`src/rtl/alu_cmd_pkg.sv`:
```
// Shared constants and FSM state type for the ALU command responder.
// Optional multiply support is selected by the ALU_CMD_MUL_EN macro.
package alu_cmd_pkg;

  localparam logic [7:0]  OP_ECHO = 8'hEC;
  localparam logic [7:0]  OP_ADD  = 8'hA0;
  localparam logic [7:0]  OP_MUL  = 8'hB0;
  localparam logic [15:0] HDR_LEN = 16'd4;

  typedef enum logic [2:0] {
    ST_HDR0,
    ST_HDR1,
    ST_HDR2,
    ST_HDR3,
    ST_PAYLOAD,
    ST_RESP
  } state_e;

endpackage

```
`src/rtl/alu_cmd_responder_if.sv`:
```
// Receive/transmit byte streams between the UART and the ALU command responder.
interface alu_cmd_responder_if #(
  parameter int unsigned DATA_WIDTH_P = 8
);

  logic [DATA_WIDTH_P-1:0] rx_tdata_i;
  logic                    rx_tvalid_i;
  logic                    rx_tready_o;
  logic [DATA_WIDTH_P-1:0] tx_tdata_o;
  logic                    tx_tvalid_o;
  logic                    tx_tready_i;

  modport slave (
    input  rx_tdata_i, rx_tvalid_i, tx_tready_i,
    output rx_tready_o, tx_tdata_o, tx_tvalid_o
  );

  modport master (
    output rx_tdata_i, rx_tvalid_i, tx_tready_i,
    input  rx_tready_o, tx_tdata_o, tx_tvalid_o
  );

endinterface

```
`src/rtl/alu_cmd_operand_asm.sv`:
```
// Packs payload bytes little-endian into ACC_WIDTH_P operands and pulses
// operand_valid_o for one cycle after the last byte of each operand.
module alu_cmd_operand_asm #(
  parameter int unsigned DATA_WIDTH_P = 8,
  parameter int unsigned ACC_WIDTH_P  = 32
) (
  input  logic                    clk,
  input  logic                    rst,
  input  logic                    clear_i,
  input  logic                    byte_valid_i,
  input  logic [DATA_WIDTH_P-1:0] byte_i,
  output logic [ACC_WIDTH_P-1:0]  operand_o,
  output logic                    operand_valid_o
);

  localparam int unsigned NBYTES = ACC_WIDTH_P / DATA_WIDTH_P;
  localparam int unsigned IDX_W  = (NBYTES > 1) ? $clog2(NBYTES) : 1;

  logic [IDX_W-1:0]       idx_q, idx_d;
  logic [ACC_WIDTH_P-1:0] opnd_q, opnd_d;
  logic                   vld_q, vld_d;
  logic [ACC_WIDTH_P-1:0] byte_ext;

  // New bytes enter at the top and shift down, so the first byte ends up least significant.
  always_comb begin
    idx_d    = idx_q;
    opnd_d   = opnd_q;
    vld_d    = 1'b0;
    byte_ext = '0;
    byte_ext[DATA_WIDTH_P-1:0] = byte_i;
    if (clear_i) begin
      idx_d = '0;
    end else if (byte_valid_i) begin
      opnd_d = (opnd_q >> DATA_WIDTH_P) | (byte_ext << (ACC_WIDTH_P - DATA_WIDTH_P));
      if (idx_q == IDX_W'(NBYTES - 1)) begin
        idx_d = '0;
        vld_d = 1'b1;
      end else begin
        idx_d = idx_q + IDX_W'(1);
      end
    end
  end

  always_ff @(posedge clk) begin
    if (rst) begin
      idx_q  <= '0;
      opnd_q <= '0;
      vld_q  <= 1'b0;
    end else begin
      idx_q  <= idx_d;
      opnd_q <= opnd_d;
      vld_q  <= vld_d;
    end
  end

  assign operand_o       = opnd_q;
  assign operand_valid_o = vld_q;

endmodule

```
`src/rtl/alu_cmd_responder.sv`:
```
// Parses opcode/length packets from the UART stream: echo, add, and (with
// ALU_CMD_MUL_EN defined) multiply, returning accumulator bytes LSB first.
module alu_cmd_responder
  import alu_cmd_pkg::*;
#(
  parameter int unsigned DATA_WIDTH_P = 8,
  parameter int unsigned ACC_WIDTH_P  = 32
) (
  input  logic                clk,
  input  logic                rst,
  alu_cmd_responder_if.slave  bus,
  output logic                busy_o
);

  localparam int unsigned NBYTES = ACC_WIDTH_P / DATA_WIDTH_P;
  localparam int unsigned RIDX_W = (NBYTES > 1) ? $clog2(NBYTES) : 1;

  state_e                 state_q, state_d;
  logic [7:0]             opcode_q, opcode_d;
  logic [7:0]             len_lo_q, len_lo_d;
  logic [15:0]            cnt_q, cnt_d;
  logic [ACC_WIDTH_P-1:0] acc_q, acc_d;
  logic [RIDX_W-1:0]      ridx_q, ridx_d;

  logic                   rx_fire, tx_fire;
  logic                   is_echo, is_add, is_mul, is_arith;
  logic [15:0]            len_full;
  logic                   asm_clear, asm_byte_valid;
  logic [ACC_WIDTH_P-1:0] operand;
  logic                   operand_valid;

  assign rx_fire  = bus.rx_tvalid_i && bus.rx_tready_o;
  assign tx_fire  = bus.tx_tvalid_o && bus.tx_tready_i;
  assign len_full = {bus.rx_tdata_i[7:0], len_lo_q};
  assign is_echo  = (opcode_q == OP_ECHO);
  assign is_add   = (opcode_q == OP_ADD);
`ifdef ALU_CMD_MUL_EN
  assign is_mul   = (opcode_q == OP_MUL);
`else
  assign is_mul   = 1'b0;
`endif
  assign is_arith = is_add || is_mul;

  alu_cmd_operand_asm #(
    .DATA_WIDTH_P (DATA_WIDTH_P),
    .ACC_WIDTH_P  (ACC_WIDTH_P)
  ) u_operand_asm (
    .clk             (clk),
    .rst             (rst),
    .clear_i         (asm_clear),
    .byte_valid_i    (asm_byte_valid),
    .byte_i          (bus.rx_tdata_i),
    .operand_o       (operand),
    .operand_valid_o (operand_valid)
  );

  always_ff @(posedge clk) begin
    if (rst) begin
      state_q  <= ST_HDR0;
      opcode_q <= '0;
      len_lo_q <= '0;
      cnt_q    <= '0;
      acc_q    <= '0;
      ridx_q   <= '0;
    end else begin
      state_q  <= state_d;
      opcode_q <= opcode_d;
      len_lo_q <= len_lo_d;
      cnt_q    <= cnt_d;
      acc_q    <= acc_d;
      ridx_q   <= ridx_d;
    end
  end

  always_comb begin
    state_d        = state_q;
    opcode_d       = opcode_q;
    len_lo_d       = len_lo_q;
    cnt_d          = cnt_q;
    acc_d          = acc_q;
    ridx_d         = ridx_q;
    asm_clear      = 1'b0;
    asm_byte_valid = 1'b0;
    if (operand_valid) begin
`ifdef ALU_CMD_MUL_EN
      acc_d = is_mul ? acc_q * operand : acc_q + operand;
`else
      acc_d = acc_q + operand;
`endif
    end
    case (state_q)
      ST_HDR0: if (rx_fire) begin
        opcode_d = bus.rx_tdata_i[7:0];
        state_d  = ST_HDR1;
      end
      ST_HDR1: if (rx_fire) state_d = ST_HDR2;
      ST_HDR2: if (rx_fire) begin
        len_lo_d = bus.rx_tdata_i[7:0];
        state_d  = ST_HDR3;
      end
      ST_HDR3: if (rx_fire) begin
        asm_clear = 1'b1;
        acc_d     = is_mul ? ACC_WIDTH_P'(1) : '0;
        ridx_d    = '0;
        // Counter holds remaining payload bytes; short lengths collapse to header only.
        if (len_full > HDR_LEN) begin
          cnt_d   = len_full - HDR_LEN;
          state_d = ST_PAYLOAD;
        end else begin
          cnt_d   = '0;
          state_d = is_arith ? ST_RESP : ST_HDR0;
        end
      end
      ST_PAYLOAD: if (rx_fire) begin
        asm_byte_valid = is_arith;
        cnt_d          = cnt_q - 16'd1;
        if (cnt_q == 16'd1) state_d = is_arith ? ST_RESP : ST_HDR0;
      end
      ST_RESP: if (tx_fire) begin
        if (ridx_q == RIDX_W'(NBYTES - 1)) begin
          ridx_d  = '0;
          state_d = ST_HDR0;
        end else begin
          ridx_d  = ridx_q + RIDX_W'(1);
        end
      end
      default: state_d = ST_HDR0;
    endcase
  end

  // Response waits while the final operand is still being folded into the accumulator.
  always_comb begin
    bus.rx_tready_o = 1'b0;
    bus.tx_tvalid_o = 1'b0;
    bus.tx_tdata_o  = '0;
    busy_o          = 1'b0;
    if (!rst) begin
      busy_o = (state_q != ST_HDR0);
      case (state_q)
        ST_HDR0, ST_HDR1, ST_HDR2, ST_HDR3: bus.rx_tready_o = 1'b1;
        ST_PAYLOAD: begin
          if (is_echo) begin
            bus.rx_tready_o = bus.tx_tready_i;
            bus.tx_tvalid_o = bus.rx_tvalid_i;
            bus.tx_tdata_o  = bus.rx_tdata_i;
          end else begin
            bus.rx_tready_o = 1'b1;
          end
        end
        ST_RESP: begin
          bus.tx_tvalid_o = !operand_valid;
          bus.tx_tdata_o  = DATA_WIDTH_P'(acc_q >> (32'(ridx_q) * DATA_WIDTH_P));
        end
        default: ;
      endcase
    end
  end

endmodule

```
`src/flat_wrapper.sv`:
```
// flat-port wrapper written by rule: the top's interface ports become plain ports
module alu_cmd_responder_flat import alu_cmd_pkg::*;
#(
  parameter int unsigned DATA_WIDTH_P = 8,
  parameter int unsigned ACC_WIDTH_P  = 32
)
  (clk, rst, busy_o, bus_rx_tdata_i, bus_rx_tvalid_i, bus_tx_tready_i, bus_rx_tready_o, bus_tx_tdata_o, bus_tx_tvalid_o);
  alu_cmd_responder_if #(.DATA_WIDTH_P(DATA_WIDTH_P)) bus_i ();
  input  logic clk;
  input  logic rst;
  output logic busy_o;
  input wire logic [$bits(bus_i.rx_tdata_i)-1:0] bus_rx_tdata_i;
  input wire logic [$bits(bus_i.rx_tvalid_i)-1:0] bus_rx_tvalid_i;
  input wire logic [$bits(bus_i.tx_tready_i)-1:0] bus_tx_tready_i;
  output wire logic [$bits(bus_i.rx_tready_o)-1:0] bus_rx_tready_o;
  output wire logic [$bits(bus_i.tx_tdata_o)-1:0] bus_tx_tdata_o;
  output wire logic [$bits(bus_i.tx_tvalid_o)-1:0] bus_tx_tvalid_o;
  assign bus_i.rx_tdata_i = bus_rx_tdata_i;
  assign bus_i.rx_tvalid_i = bus_rx_tvalid_i;
  assign bus_i.tx_tready_i = bus_tx_tready_i;
  assign bus_rx_tready_o = bus_i.rx_tready_o;
  assign bus_tx_tdata_o = bus_i.tx_tdata_o;
  assign bus_tx_tvalid_o = bus_i.tx_tvalid_o;
  alu_cmd_responder #(.DATA_WIDTH_P(DATA_WIDTH_P), .ACC_WIDTH_P(ACC_WIDTH_P)) u_core (.clk(clk), .rst(rst), .bus(bus_i), .busy_o(busy_o));
endmodule
```
`config.mk`:
```
export PLATFORM = sky130hd
export DESIGN_NAME = alu_cmd_responder_flat
export DESIGN_NICKNAME = d
export VERILOG_FILES = /design/src/rtl/alu_cmd_pkg.sv /design/src/rtl/alu_cmd_responder_if.sv /design/src/rtl/alu_cmd_operand_asm.sv /design/src/rtl/alu_cmd_responder.sv /design/src/flat_wrapper.sv
export SDC_FILE = /design/constraint.sdc
export NUM_CORES = 1
export LEC_CHECK = 0
export CAP_MARGIN = 20
export CORE_ASPECT_RATIO = 1.2
export CORE_UTILIZATION = 50
export CTS_CLUSTER_SIZE = 8
export DETAILED_ROUTE_END_ITERATION = 7
export PLACE_DENSITY_LB_ADDON = 0.1
export SYNTH_ARGS = -nofsm -noshare
export SYNTH_HDL_FRONTEND = slang
export SYNTH_SLANG_ARGS = --single-unit
```
`constraint.sdc`:
```
create_clock -name clk -period 5.16 [get_ports clk]
set_input_delay 1.032 -clock clk [delete_from_list [all_inputs] [get_ports clk]]
set_output_delay 1.032 -clock clk [all_outputs]
set_load 0.03 [all_outputs]
```
## Word-level counts from Yosys, hierarchy flattened

Index checks and enable logic that the tools add are counted.
W data, S select, Z words.

- Register bits after elaboration: 104
- Input port bits: 12
- Output and inout port bits: 11
- Word-level logic and storage cells: 91

- Add/subtract/negate cells: 5
- Order comparisons: 1
- Equality and inequality tests: 18
- Shifts and indexed selects: 1
- Multiplexer cells: 38
- Bitwise operators: 3
- Reductions and logical operators: 16

Operators with widths:

| cell | count |
|---|---|
| $mux W32 | 3 |
| $mux W16 | 3 |
| $add A32 B32 Y32 | 1 |
| $or A24 B32 Y32 | 1 |
| $pmux W16 S2 | 1 |
| $shr A32 B5 Y8 | 1 |
| $mux W3 | 10 |
| $pmux W3 S6 | 1 |
| $eq A16 B1 Y1 const B | 1 |
| $eq A8 B8 Y1 const B | 2 |
| $gt A16 B3 Y1 const B | 1 |
| $mux W8 | 2 |
| $ne A2 B1 Y1 const B | 8 |
| $pmux W8 S2 | 1 |
| $sub A16 B1 Y16 const B | 1 |
| $sub A16 B3 Y16 const B | 1 |
| $mux W1 | 10 |
| $mux W2 | 4 |
| $reduce_and A8 Y1 | 1 |
| $eq A3 B2 Y1 const B | 2 |
| $eq A3 B3 Y1 const B | 2 |
| $reduce_and A2 Y1 | 3 |
| $reduce_and A3 Y1 | 2 |
| $add A2 B1 Y2 const B | 2 |
| 13 further kinds | 18 |

## Depth between registers and ports, before layout

- Word-level depth: 9
- Gate-level depth with buffers: 11
- Gate-level depth less buffers: 11

## By module

A second synthesis with hierarchy kept.

- Cell total of the unflattened synthesis: 780
- Area, all modules: 6432.4 um2

Modules (own cells, without submodules):

| module | instances | cells an instance | area an instance (um2) |
|---|---|---|---|
| alu_cmd_responder | 1 | 628 | 5176.2 |
| alu_cmd_operand_asm | 1 | 152 | 1256.2 |

## Least setup slack after synthesis

No wires, ideal clock.

- Path kind: input port to output port
- Start: input rst
- End: output bus_tx_tdata_o[0]
- Arrival time: 2.071 ns
- Required time: 4.128 ns
- Slack: 2.057 ns
- Stages: 4
- Cell sequence: clkbuf_1 clkbuf_1 clkbuf_1 nor2_1

- Cells in the longest elaborated chain, start to end: 1

Ends and longest elaborated chain:

| element | RTL line | RTL |
|---|---|---|
| start: declaration | flat_wrapper.sv:10 | `input logic rst;` |
| $mux W8 | alu_cmd_responder.sv:137 | `if (!rst) begin` |
| end: declaration | flat_wrapper.sv:16 | `output wire logic [$bits(bus_i.tx_tdata_o)-1:0] bus_tx_tdata_o;` |

No other way between the ends.

## Final worst setup path

- Start: register u_core.state_q[2]
- End: output bus_tx_tvalid_o

- Cells in the longest elaborated chain, start to end: 3
- Elaborated cells between the ends (all ways): 4
- Classes of those cells: eq/ne (2); mux (2)

Ends and longest elaborated chain:

| element | RTL line | RTL |
|---|---|---|
| start: declaration | alu_cmd_responder.sv:18 | `state_e state_q, state_d;` |
| start signal: assignment | alu_cmd_responder.sv:66 | `state_q <= state_d;` |
| $eq A3 B3 Y1 | alu_cmd_responder.sv:139 | `case (state_q)` |
| $pmux W1 S2 * | alu_cmd_responder.sv:139 |  |
| $mux W1 * | alu_cmd_responder.sv:137 |  |
| end: declaration | flat_wrapper.sv:17 | `output wire logic [$bits(bus_i.tx_tvalid_o)-1:0] bus_tx_tvalid_o;` |

Every way passes the cells marked *; elsewhere a longest branch is shown, timed or not.

==> run_results.csv <==
group,metric,value,unit
run_status,status,"finished clean",
place,io_buffers,22,
floorplan,num_rows,44,
floorplan,core_area,0.0123,mm²
synth,synth_seq_cells,104,
place,finalWeightedCongestion,0.884,
global_route,grt_pass1_wl,28600,µm
critical_path,crit_path_max_fanout,17,
critical_path,start_kind,"flip-flop",
synth,synth_top_cell_area_share,32.6,%
synth,synth_area,0.00638,mm²
routing,drc,0,
synth,synth_edf_count,0,
cells_and_area,final_cell_mix,"nand2_1, dfxtp_1, nor2_1",
global_route,globalRouteTotalUtil,27.5,%
timing,grt_setup_unrepaired,"false",
cts,numCtsBuffers,9,
timing,period_share,72.5,%
critical_path,reg2reg_setup_slack,2.32,ns
power_and_ir_drop,ir_drop,0.000218,V
routing,drt_first_pass_iters,5,
critical_path,reg2reg_from,"u_core.acc_q[0]",
synth,async_flop_share,0,%
min_path,holdPathEnd,"u_core.u_operand_asm.operand_o[6]",
place,place_hpwl,12600,µm
critical_path,endpoint_kind,"primary output",
floorplan,die_area,0.0132,mm²
cells_and_area,stdcell_count,949,
synth,yosys-top-cells-area,"dfxtp_1, ha_1, nand2_1, a21oi_1, mux2i_1",
place,placed_cells,933,
routing,dr_wl_met3,806,µm
routing,routed-via-count,5747,
timing,slew_headroom,27.8,%
timing,setup_viol,0,
cells_and_area,drive_gt1_share,6.47,%
timing,worst_slew_pin_slew,1.08,ns
power_and_ir_drop,p_sw,0.369,mW
cts,htreeDepth,3,
floorplan,pin_count,23,
synth,syn_nets,839,
synth,ys.flop_type,"dfxtp_1",
cells_and_area,post-route-util,57.4,%
synth,syn_avg_cell_area,8.09,µm²
timing,fin_tns_setup,0,ns
timing,finalHoldViolCount,0,
cts,hold_buffers,0,
power_and_ir_drop,clockPowerShare,48.5,%
critical_path,cp_data_required_time,4.13,ns
global_route,grt_max_degree,49,
power_and_ir_drop,pwr-share-comb,4.7,%
timing,skew,0.00954,ns
synth,yosysTopAreaCell,"dfxtp_1",
cts,clock_sink_count,104,
cells_and_area,area_growth_syn_to_layout,10.4,%
cells_and_area,final_nets,833,
routing,wl_met1,7230,µm
routing,wl_per_cell,18.4,µm
power_and_ir_drop,seq_power_share,46.8,%
synth,ys_warn_count,0,
timing,max_freq,267,MHz
cts,root_buffer,"clkbuf_16",
synth,ys_seq_area_share,32.6,%
global_route,antenna_found_initial,0,
power_and_ir_drop,total_power,1.74,mW
cts,cts_tree,"done",
critical_path,rr_endpoint,"u_core.acc_q[30]",
cts,clk_pin_slew,0.07,ns
floorplan,start_util,52.0,%
timing,finalCriticalPeriod,3.74,ns
floorplan,dieWidth,105,µm
global_route,grt_pass1_vias,5714,
routing,wl_met2,8630,µm
floorplan,die_h,126,µm
routing,ant_nets,0,
routing,routed.top_layer,"met4",
routing,wl,17400,µm
min_path,min_path_cells,2,
power_and_ir_drop,switching_share,21.2,%
cells_and_area,final_common_cell,"nand2_1",
critical_path,critPathKind,"flip-flop to primary output",
power_and_ir_drop,intPower,1.38,mW
synth,synthCells,789,
routing,vias_per_cell,6.06,
flow_run,cap_violations,0,
routing,drt_iter0_markers,317,
power_and_ir_drop,p_leak,2.80,nW
cts,max-clock-path-buffers,2,
critical_path,critPathArrivalTime,2.71,ns
cts,cts-resized-gates,0,
timing,slew_viol_final,0,
min_path,hold_path_class,"flip-flop to flip-flop",
cts,clk_latency,0.36,ns
critical_path,reg2reg_depth,11,
power_and_ir_drop,power_density,248,mW/mm²
min_path,hold_start,"u_core.u_operand_asm.operand_o[6]",
cts,cts_setup_buffers,0,
synth,ys_types,73,
global_route,grt-ovfl-total,0,
cells_and_area,diodes,0,
worst max-delay path by stage:
stage               cells after the start  slack [ns]              start                 to
floorplan                               4        2.06                rst  bus_tx_tdata_o[0]
finish                                  5        1.42  u_core.state_q[2]    bus_tx_tvalid_o
global route                            5        1.22  u_core.state_q[2]    bus_tx_tvalid_o
detailed placement                      8        1.39  bus_rx_tdata_i[4]   u_core.cnt_q[14]
global placement                        8        1.45  bus_rx_tdata_i[2]   u_core.cnt_q[14]
CTS                                     5        1.45  u_core.state_q[2]    bus_tx_tvalid_o
Yosys cell counts (8+ instances only):
library cell,count
o21ai_1,17
dfxtp_1,104
nand2_1,109
xnor2_1,23
clkbuf_1,40
xor2_1,15
a21o_1,14
nand3b_1,9
and3_1,10
o21ai_0,32
mux2i_1,37
ha_1,37
nor2_1,93
nor3_1,12
a21oi_1,75
a22oi_1,17
nor4_1,10
nand4_1,8
inv_1,9
mux4_2,8
nand3_1,13
through the flow:
stage / hold WS [ns] / setup WS, ns / area [µm²]
3_5_place_dp: 0.454 / 1.39 / 6670
5_1_grt: 0.492 / 1.22 / 7040
2_1_floorplan: 0.440 / 2.06 / 6380
3_3_place_gp: 0.446 / 1.45 / 6670
6_report: 0.464 / 1.42 / 7040
4_1_cts: 0.464 / 1.45 / 7040
critical path, stage by stage, from the launching register on:
cell	delay, ns
dfxtp_1	0.63
nand2_1	0.20
nor3_4	0.45
nand2_2	0.11
a21oi_1	0.23
clkdlybuf4s50_1	0.72
power by group through the flow:
stage | Sequential [mW] | Clock (mW) | Combinational, mW
floorplan | 0.831 | 0 | 0.0534
global placement | 0.835 | 0 | 0.0795
detailed placement | 0.835 | 0 | 0.0815
CTS | 0.817 | 0.861 | 0.0818
global route | 0.818 | 0.891 | 0.0879
finish | 0.817 | 0.845 | 0.0821
registers in the layout (all words and copies together), names as in the netlist:
register / cells
u_core.acc_q: 32
u_core.u_operand_asm.operand_o: 32
u_core.cnt_q: 16
u_core.len_lo_q: 8
u_core.opcode_q: 8
u_core.state_q: 3
u_core.ridx_q: 2
u_core.u_operand_asm.idx_q: 2
u_core.u_operand_asm.operand_valid_o: 1
metal layers:
metal,vias up,track usage (%)
met1,2722,31.9
met5,-,0
li1,2806,-
met4,0,13.8
met3,51,4.50
met2,168,48.9
kinds of logic after synthesis:
| group | count (synthesis) | share of synthesized area, % |
|---|---|---|
| xor gates and xnor gates | 38 | 5.22 |
| muxes | 45 | 8.63 |
| and+or+nand+nor | 312 | 23.4 |
| adders and majority gates | 38 | 7.57 |
| DFF | 104 | 32.6 |
| AOI/OAI and AO/OA | 197 | 19.2 |
| buffers and inverters | 55 | 3.35 |
layout make-up:
class | instances | area [µm²]
multi-input combinational | 630 | 4090
inverter | 9 | 33.8
clock inverter | 5 | 128
tap | 161 | 201
sequential | 104 | 2080
fill | 1165 | 5240
timing repair buffer | 29 | 268
clock buffer | 11 | 243
Note: power is estimated with default switching activity, not from simulation.
